$ cat src/rtl/risc_pkg.sv
`default_nettype none
// +------------------------------------------------------------------+
// | risc_pkg : widths shared by the PC datapath and the return stack |
// | Rev 1.0                                                          |
// +------------------------------------------------------------------+
package risc_pkg;
  localparam int PC_W     = 8;
  localparam int RS_DEPTH = 8;
endpackage
`default_nettype wire

$ cat src/rtl/return_stack_if.sv
`default_nettype none
// +------------------------------------------------------------------+
// | return_stack_if : decoder-side call/return bus and stack status  |
// | Rev 1.0                                                          |
// +------------------------------------------------------------------+
interface return_stack_if
  import risc_pkg::*;
#(
  parameter int ADDR_W = PC_W,
  parameter int DEPTH  = RS_DEPTH
);
  localparam int CNT_W = $clog2(DEPTH + 1);

  logic              call_en;
  logic              ret_en;
  logic [ADDR_W-1:0] pc_in;
  logic [ADDR_W-1:0] ret_addr;
  logic              ret_load_en;
  logic              empty;
  logic              full;
  logic [CNT_W-1:0]  count;
  logic              overflow;
  logic              underflow;

  modport master (
    output call_en, ret_en, pc_in,
    input  ret_addr, ret_load_en, empty, full, count, overflow, underflow
  );

  modport slave (
    input  call_en, ret_en, pc_in,
    output ret_addr, ret_load_en, empty, full, count, overflow, underflow
  );
endinterface
`default_nettype wire

$ cat src/rtl/rs_mem.sv
`default_nettype none
// +------------------------------------------------------------------+
// | rs_mem : stack storage, one sync write port, one async read port |
// | Rev 1.0                                                          |
// +------------------------------------------------------------------+
module rs_mem
  import risc_pkg::*;
#(
  parameter int ADDR_W = PC_W,
  parameter int DEPTH  = RS_DEPTH,
  parameter int IDX_W  = $clog2(DEPTH)
) (
  input  logic              clk,
  input  logic              we,
  input  logic [IDX_W-1:0]  waddr,
  input  logic [ADDR_W-1:0] wdata,
  input  logic [IDX_W-1:0]  raddr,
  output logic [ADDR_W-1:0] rdata
);
  logic [ADDR_W-1:0] r_mem [DEPTH];

  // Contents are deliberately not reset; sp alone decides what is valid.
  always_ff @(posedge clk) begin
    if (we) r_mem[waddr] <= wdata;
  end

  assign rdata = r_mem[raddr];
endmodule
`default_nettype wire

$ cat src/rtl/return_stack.sv
`default_nettype none
// +------------------------------------------------------------------+
// | return_stack : call/return address stack feeding the PC load mux |
// | Rev 1.0                                                          |
// +------------------------------------------------------------------+
module return_stack
  import risc_pkg::*;
#(
  parameter int ADDR_W = PC_W,
  parameter int DEPTH  = RS_DEPTH
) (
  input  logic           clk,
  input  logic           reset,
  return_stack_if.slave  bus
);
  localparam int CNT_W = $clog2(DEPTH + 1);
  localparam int IDX_W = $clog2(DEPTH);

  logic [CNT_W-1:0]  r_sp;
  logic [CNT_W-1:0]  w_sp_m1;
  logic              w_empty;
  logic              w_full;
  logic              w_pop;
  logic              w_push;
  logic              w_replace;
  logic              w_we;
  logic [IDX_W-1:0]  w_waddr;
  logic [IDX_W-1:0]  w_raddr;
  logic [ADDR_W-1:0] w_rdata;
  logic [ADDR_W-1:0] w_push_data;
  logic [ADDR_W-1:0] r_ret_addr;
  logic              r_ret_load_en;
  logic              r_overflow;
  logic              r_underflow;

  assign w_empty     = (r_sp == '0);
  assign w_full      = (r_sp == CNT_W'(DEPTH));
  assign w_sp_m1     = r_sp - CNT_W'(1);
  assign w_push_data = bus.pc_in + ADDR_W'(1);

  // A call alongside a valid return overwrites the top entry in place;
  // a call alongside a return on an empty stack is an ordinary push.
  assign w_pop     = bus.ret_en && !w_empty;
  assign w_replace = bus.call_en && w_pop;
  assign w_push    = bus.call_en && !w_pop && !w_full;
  assign w_we      = w_push || w_replace;
  assign w_raddr   = w_sp_m1[IDX_W-1:0];
  assign w_waddr   = w_replace ? w_sp_m1[IDX_W-1:0] : r_sp[IDX_W-1:0];

  rs_mem #(
    .ADDR_W (ADDR_W),
    .DEPTH  (DEPTH),
    .IDX_W  (IDX_W)
  ) u_mem (
    .clk   (clk),
    .we    (w_we),
    .waddr (w_waddr),
    .wdata (w_push_data),
    .raddr (w_raddr),
    .rdata (w_rdata)
  );

  always_ff @(posedge clk) begin
    if (!reset) begin
      r_sp          <= '0;
      r_ret_addr    <= '0;
      r_ret_load_en <= 1'b0;
      r_overflow    <= 1'b0;
      r_underflow   <= 1'b0;
    end else begin
      r_ret_load_en <= w_pop;
      if (w_pop) r_ret_addr <= w_rdata;

      if (w_push)                     r_sp <= r_sp + CNT_W'(1);
      else if (w_pop && !bus.call_en) r_sp <= w_sp_m1;

      if (bus.call_en && !bus.ret_en && w_full) r_overflow  <= 1'b1;
      if (bus.ret_en && w_empty)                r_underflow <= 1'b1;
    end
  end

  assign bus.ret_addr    = r_ret_addr;
  assign bus.ret_load_en = r_ret_load_en;
  assign bus.empty       = w_empty;
  assign bus.full        = w_full;
  assign bus.count       = r_sp;
  assign bus.overflow    = r_overflow;
  assign bus.underflow   = r_underflow;
endmodule
`default_nettype wire

$ cat src/flat_wrapper.sv
// flat-port wrapper written by rule: the top's interface ports become plain ports
module return_stack_flat import risc_pkg::*;
#(
  parameter int ADDR_W = PC_W,
  parameter int DEPTH  = RS_DEPTH
)
  (clk, reset, bus_call_en, bus_ret_en, bus_pc_in, bus_ret_addr, bus_ret_load_en, bus_empty, bus_full, bus_count, bus_overflow, bus_underflow);
  return_stack_if #(.ADDR_W(ADDR_W), .DEPTH(DEPTH)) bus_i ();
  input  logic clk;
  input  logic reset;
  input wire logic [$bits(bus_i.call_en)-1:0] bus_call_en;
  input wire logic [$bits(bus_i.ret_en)-1:0] bus_ret_en;
  input wire logic [$bits(bus_i.pc_in)-1:0] bus_pc_in;
  output wire logic [$bits(bus_i.ret_addr)-1:0] bus_ret_addr;
  output wire logic [$bits(bus_i.ret_load_en)-1:0] bus_ret_load_en;
  output wire logic [$bits(bus_i.empty)-1:0] bus_empty;
  output wire logic [$bits(bus_i.full)-1:0] bus_full;
  output wire logic [$bits(bus_i.count)-1:0] bus_count;
  output wire logic [$bits(bus_i.overflow)-1:0] bus_overflow;
  output wire logic [$bits(bus_i.underflow)-1:0] bus_underflow;
  assign bus_i.call_en = bus_call_en;
  assign bus_i.ret_en = bus_ret_en;
  assign bus_i.pc_in = bus_pc_in;
  assign bus_ret_addr = bus_i.ret_addr;
  assign bus_ret_load_en = bus_i.ret_load_en;
  assign bus_empty = bus_i.empty;
  assign bus_full = bus_i.full;
  assign bus_count = bus_i.count;
  assign bus_overflow = bus_i.overflow;
  assign bus_underflow = bus_i.underflow;
  return_stack #(.ADDR_W(ADDR_W), .DEPTH(DEPTH)) u_core (.clk(clk), .reset(reset), .bus(bus_i));
endmodule
$ cat config.mk
export PLATFORM = sky130hd
export DESIGN_NAME = return_stack_flat
export DESIGN_NICKNAME = d
export VERILOG_FILES = /design/src/rtl/risc_pkg.sv /design/src/rtl/return_stack_if.sv /design/src/rtl/rs_mem.sv /design/src/rtl/return_stack.sv /design/src/flat_wrapper.sv
export SDC_FILE = /design/constraint.sdc
export NUM_CORES = 1
export LEC_CHECK = 0
export CAP_MARGIN = 40
export CORE_MARGIN = 5
export CORE_UTILIZATION = 23
export CTS_CLUSTER_DIAMETER = 150
export CTS_CLUSTER_SIZE = 28
export DETAILED_ROUTE_END_ITERATION = 16
export DONT_BUFFER_PORTS = 1
export PLACE_DENSITY = 0.46
export SLEW_MARGIN = 30
export SYNTH_ARGS = -nofsm -noshare
export SYNTH_HDL_FRONTEND = slang
export SYNTH_HIERARCHICAL = 1
export SYNTH_SLANG_ARGS = --single-unit
$ cat constraint.sdc
create_clock -name clk -period 2.8 [get_ports clk]
set_input_delay 0.56 -clock clk [delete_from_list [all_inputs] [get_ports clk]]
set_output_delay 0.56 -clock clk [all_outputs]
set_load 0.03 [all_outputs]
After elaboration in Yosys (flattened, before gate mapping)
Memory sizes are Yosys's and may differ from the RTL's. A register that Yosys moved wholly into a read port is not among the register bits. Index checks and enable logic that the tools add are counted. Widths: inputs -> output; s select.

Add/subtract/negate cells: 3. Multiply operators: 0. Div/mod/pow operators: 0. $lt $le $gt $ge: 0. Equality and inequality tests: 1. Shift operators: 0. Multiplexer cells: 5. Bitwise operators: 0. Reductions and logical operators: 17.

Operators with widths (number): $add 8x1->8 const B (1); $logic_and 1x1->1 (8); $mux 4 (2); $logic_not 1->1 (6); $add 4x1->4 const B (1); $eq 4x4->1 const B (1); $logic_not 4->1 (1); $sub 4x1->4 const B (1); $mux 3 (1); $mux 1 (2); $reduce_bool 2->1 (1); $logic_or 1x1->1 (1).

Register bits: 7. Bits in latches: 0. RAM bits: 64. Memory bits (read-only): 0. Bits of input ports: 12. Logic and storage cells: 31. Memories: 1.

Memories: u_core.u_mem.r_mem (depth 8, bits a word 8, rd ports 1, clocked after memory_dff 1, wr ports 1, RTL line rs_mem.sv:20) `logic [ADDR_W-1:0] r_mem [DEPTH];`.

Longest topological paths before layout
Depth after elaboration: 9. Gate-level depth with buffers: 10. Gate-level depth less buffers: 8.

Hierarchy
Netlist, hierarchy kept.

By module, submodules not included: rs_mem (instances 1, cells an instance 106, area an instance 2531.2 µm², sequential area each 1921.8 µm²); return_stack (instances 1, cells an instance 112, area an instance 905.9 µm², sequential area each 300.3 µm²).

Least setup slack after synthesis
OpenSTA, ideal clock, no wires.

Path type: reg-to-reg. Start: register u_core.r_sp[0] (netlist: u_core/bus.count[0]). End: memory u_core/u_mem/r_mem[0][0] (netlist bit), enable pin. Data arrival time: 2.505 ns. Required time: 2.417 ns. Setup slack: -0.088 ns. Stages on the path, launching flop included: 10. Path buffers: 2. Path through: dfxtp_1 > inv_1 > ha_1 > buf_4 > nor3b_4 > nor2_2 > buf_6 > nand2_1 > xnor2_1 > nor3_1.

Elaborated cells between the ends (all ways): 14. Those cells by class: add/sub (1); eq/ne (1); mux (3); reduce/logical (9).

RTL lines: start: declaration (RTL line return_stack.sv:19) `logic [CNT_W-1:0] r_sp;`; start signal: assignment (RTL line return_stack.sv:74) `if (w_push) r_sp <= r_sp + CNT_W'(1);`; start signal: assignment (RTL line return_stack.sv:75) `else if (w_pop && !bus.call_en) r_sp <= w_sp_m1;`; $sub 4x1->4 (RTL line return_stack.sv:38) `assign w_sp_m1 = r_sp - CNT_W'(1);`; via u_core.w_sp_m1[0] (RTL line return_stack.sv:20) `logic [CNT_W-1:0] w_sp_m1;`; $mux 3 (RTL line return_stack.sv:48) `assign w_waddr = w_replace ? w_sp_m1[IDX_W-1:0] : r_sp[IDX_W-1:0];`; via u_core.w_waddr[0] (RTL line return_stack.sv:27) `logic [IDX_W-1:0] w_waddr;`; end: declaration (RTL line rs_mem.sv:20).

The timed path passes the listed nets, and every way through them passes these cells.

Final worst setup path
Start: register u_core.r_sp[0] (netlist: u_core/bus.count[0]). End: memory u_core/u_mem/r_mem[3][2] (netlist bit), enable pin.

Elaborated cells between the ends (all ways): 14. Those cells by class: add/sub (1); eq/ne (1); mux (3); reduce/logical (9).

RTL lines (RTL line): $sub 4x1->4 (return_stack.sv:38); via u_core.w_sp_m1[0] (return_stack.sv:20); $mux 3 (return_stack.sv:48).

The timed path passes the listed nets, and every way through them passes these cells.

==> impl_metrics.ini <==
[outcome]
outcome = finished clean

[worst_setup_path]
crit_path_end_kind = flop
reg2reg_slack_ns = 0.27
reg2reg_to = u_core/u_mem/r_mem[3][2]
critPathKind = flop to flop
cp.arrival_ns = 2.50
crit_chain = inv_1 -> ha_1 -> nor3b_4 -> nor2_2 -> nand2_1 -> mux2i_1 -> nand2_1 -> nor2_2
crit_cells = 8
start_kind = flop
reg2reg_depth = 8
critPathCapture = u_core/u_mem/r_mem[3][2]
worst_ep_required_time_ns = 2.77
critPathMaxFanout = 8
crit_buf_inv = 1
r2r-start = u_core/bus.count[0]
cpMaxStageDelayCell = nor3b_4
crit_path_start = u_core/bus.count[0]
max_stage_delay_ns = 0.44
crit_family = simple AND/OR/NAND/NOR gates

[power_and_ir_drop]
power_frac_comb_pct = 34.7
switchingPower_uw = 1440
netSwitchingFraction_pct = 34.7
leakagePower_uw = 0.00136
p_seq_share_pct = 39.7
p_int_uw = 2710
pwr-share-clk_pct = 25.6
ir_worst_vdd_uv = 341
powerDensity_mw_per_mm2 = 1050
total_power_uw = 4150

[yosys]
synth_area_mm2 = 0.00344
ys_types = 40
syn_nets = 233
synth_cells = 218
synthTopCellsByArea = edfxtp_1 56%, mux4_1 11%, dfxtp_1 8.7%, nand2_1 2.8%, mux2_2 2.6%
synth.avg_cell_area_um2 = 15.8
synth_edf_count = 64
synthArstFlopShare_pct = 0
ys_seq_area_share_pct = 64.7
yosysTopAreaCell = edfxtp_1
ys_seq_elements = 79
synth-compound-area-share_pct = 4.33
synthAdderAreaFrac_pct = 1.09
synth_top_family_by_area = multiplexers
ys_warn_count = 6
yosys.area_share.simple_pct = 8.88
yosys.area.top_type_share_pct = 55.9
synth_xor_area_share_pct = 2.04
synthFlopType = edfxtp_1
synth_mux_area_share_pct = 15.6

[finish]
n_antenna_cell = 0
area_growth_pct = 15.4
drive_above_1_share_pct = 20.3
design_area_mm2 = 0.00397
nets = 247

[detailed_routing]
route.detailed.vias_per_inst = 4.37
routedWlPerCell_um = 17.0
ant_nets = 0
dr.first_iter.drc_count = 155
remaining_drc_errors = 0
num_vias = 1840
routed_wl_um = 7160
firstDrtPassIters = 4

[clocking]
clk_latency_ns = 0.34
cts.htree.levels = 3
postCtsSetupRepairBufs = 0
clock_path_buffers = 2
cts.clk_slew.worst_paths_ns = 0.06
cts_tree = built
hold_buffers = 0
cts_inserted_buffers = 9
cts_num_sinks = 79
clock-root-buffer = clkbuf_16
cts_resized = 0

[floorplan]
row_count = 44
initial_core_util_pct = 23.6
io_pins = 29
dieArea_mm2 = 0.0175
die_w_um = 132
die_h_um = 132
core_area_mm2 = 0.0146

[timing]
final_hold_viol_count = 0
setup_viol_count_final = 0
fmax_mhz = 396
clock_skew_ns = 0.00895
drv_slew = 0
rsz0062_at_grt = yes
setup_ws_ns = 0.273
slew_headroom_pct = 51.0
tightest_slew_ns = 0.729
fin_tns_setup_ns = 0
fin_crit_ns = 2.53
timing.final.crit_share_pct = 90.3

[hold_path]
hold_class = input port to flop

[placement]
hpwl_um = 4890
place_congestion = 0.739
placed_area_mm2 = 0.00370
portBuffers = 0
dpl_worst_slack_ns = 0.252

[global_routing]
gr-total-overflow = 0
grt_use_total_pct = 8.70
grt_max_degree = 18
grt_pass1_vias = 1872
grt_pass1_wl_um = 11300
antenna_found_initial = 0

[flow_run]
drv_cap = 0
state kept, by name, summed over array words and instances, names as in the netlist:
| name | cells |
|---|---|
| u_core/bus.ret_load_en | 1 |
| u_core/bus.underflow | 1 |
| u_core/bus.ret_addr | 8 |
| u_core/bus.count | 4 |
| u_core/bus.overflow | 1 |
| u_core/u_mem/r_mem | 64 |
worst reg2reg max path: stages (launching register included):
cell and delay [ns]:
dfxtp_1 0.31, inv_1 0.06, ha_1 0.17, nor3b_4 0.44
nor2_2 0.08, nand2_1 0.13, mux2i_1 0.37, nand2_1 0.15
nor2_2 0.44
placed cells by master, fill, tap and decap left out, types with 2 or more instances in the layout:
cell type,count
nor2b_1,2
a21oi_1,11
inv_1,6
dfxtp_1,15
nor2_1,5
nor2_2,5
inv_6,2
clkbuf_16,9
xnor2_1,5
nand2_1,26
mux4_1,15
nand3_1,6
xor2_1,3
ha_1,3
buf_4,15
nand2b_1,6
clkinv_1,2
mux2_2,8
and3_1,3
nor3_1,4
mux2i_1,3
edfxtp_1,64
kinds of logic (layout without fill, tap and decap cells):
logic type	Yosys count	count (layout)
multiplexers	27	27
flip-flops	79	79
buffers and inverters	18	37
adder cells (fa/ha/maj)	3	3
AO/OA/AOI/OAI	22	22
AND/OR/NAND/NOR	61	61
XOR/XNOR	8	8
cells in the mapped netlist, types with 4 or more instances:
| cell type | number |
|---|---|
| nand2b_1 | 6 |
| nor3_1 | 4 |
| dfxtp_1 | 15 |
| nor2_1 | 9 |
| xnor2_1 | 5 |
| inv_1 | 6 |
| nand2_1 | 26 |
| nand3_1 | 6 |
| mux2_2 | 8 |
| mux4_1 | 15 |
| edfxtp_1 | 64 |
| a21oi_1 | 11 |
stage by stage:
| step | std cells | utilization (%) | hold WS (ns) |
|---|---|---|---|
| final | 421 | 27.2 | 0.361 |
| after floorplan | 218 | - | 0.582 |
| after global routing | 421 | 27.2 | 0.358 |
| after global placement | 405 | 25.3 | 0.602 |
| after CTS | 421 | 27.2 | 0.346 |
| after detailed placement | 405 | 25.3 | 0.603 |
area by class of cell:
| cell class | count | area, um^2 |
|---|---|---|
| sequential | 79 | 2220 |
| fill | 1501 | 10600 |
| clock buffer | 9 | 225 |
| tap | 184 | 230 |
| multi-input combinational | 121 | 1110 |
| clock inverter | 7 | 46.3 |
| timing repair buffer | 15 | 113 |
| inverter | 6 | 22.5 |
per-layer routing:
layer | global-route usage, % | wire length, um
met1 | 12.1 | 3570
met2 | 12.0 | 3050
met3 | 3.74 | 433
met4 | 3.22 | 119
met5 | 0 | 0
worst min path at each step:
stage,start,end,slack (ns),cells past startpoint
after floorplan,u_core/bus.ret_addr[0],u_core/bus.ret_addr[0],0.58,2
after global placement,u_core/bus.ret_addr[1],u_core/bus.ret_addr[1],0.60,2
after detailed placement,u_core/bus.ret_addr[4],u_core/bus.ret_addr[4],0.60,2
after CTS,reset,u_core/bus.count[1],0.35,1
after global routing,reset,u_core/bus.count[1],0.36,1
final,reset,u_core/bus.count[1],0.36,1
power groups by stage:
stage | logic [uW] | registers, uW | clock network (uW)
final | 1440 | 1650 | 1060
after global placement | 1470 | 1670 | 0
after floorplan | 1070 | 1700 | 0
after detailed placement | 1460 | 1680 | 0
after global routing | 1580 | 1670 | 1150
after CTS | 1470 | 1650 | 1090
No activity file was read; power rests on OpenSTA's default activity.
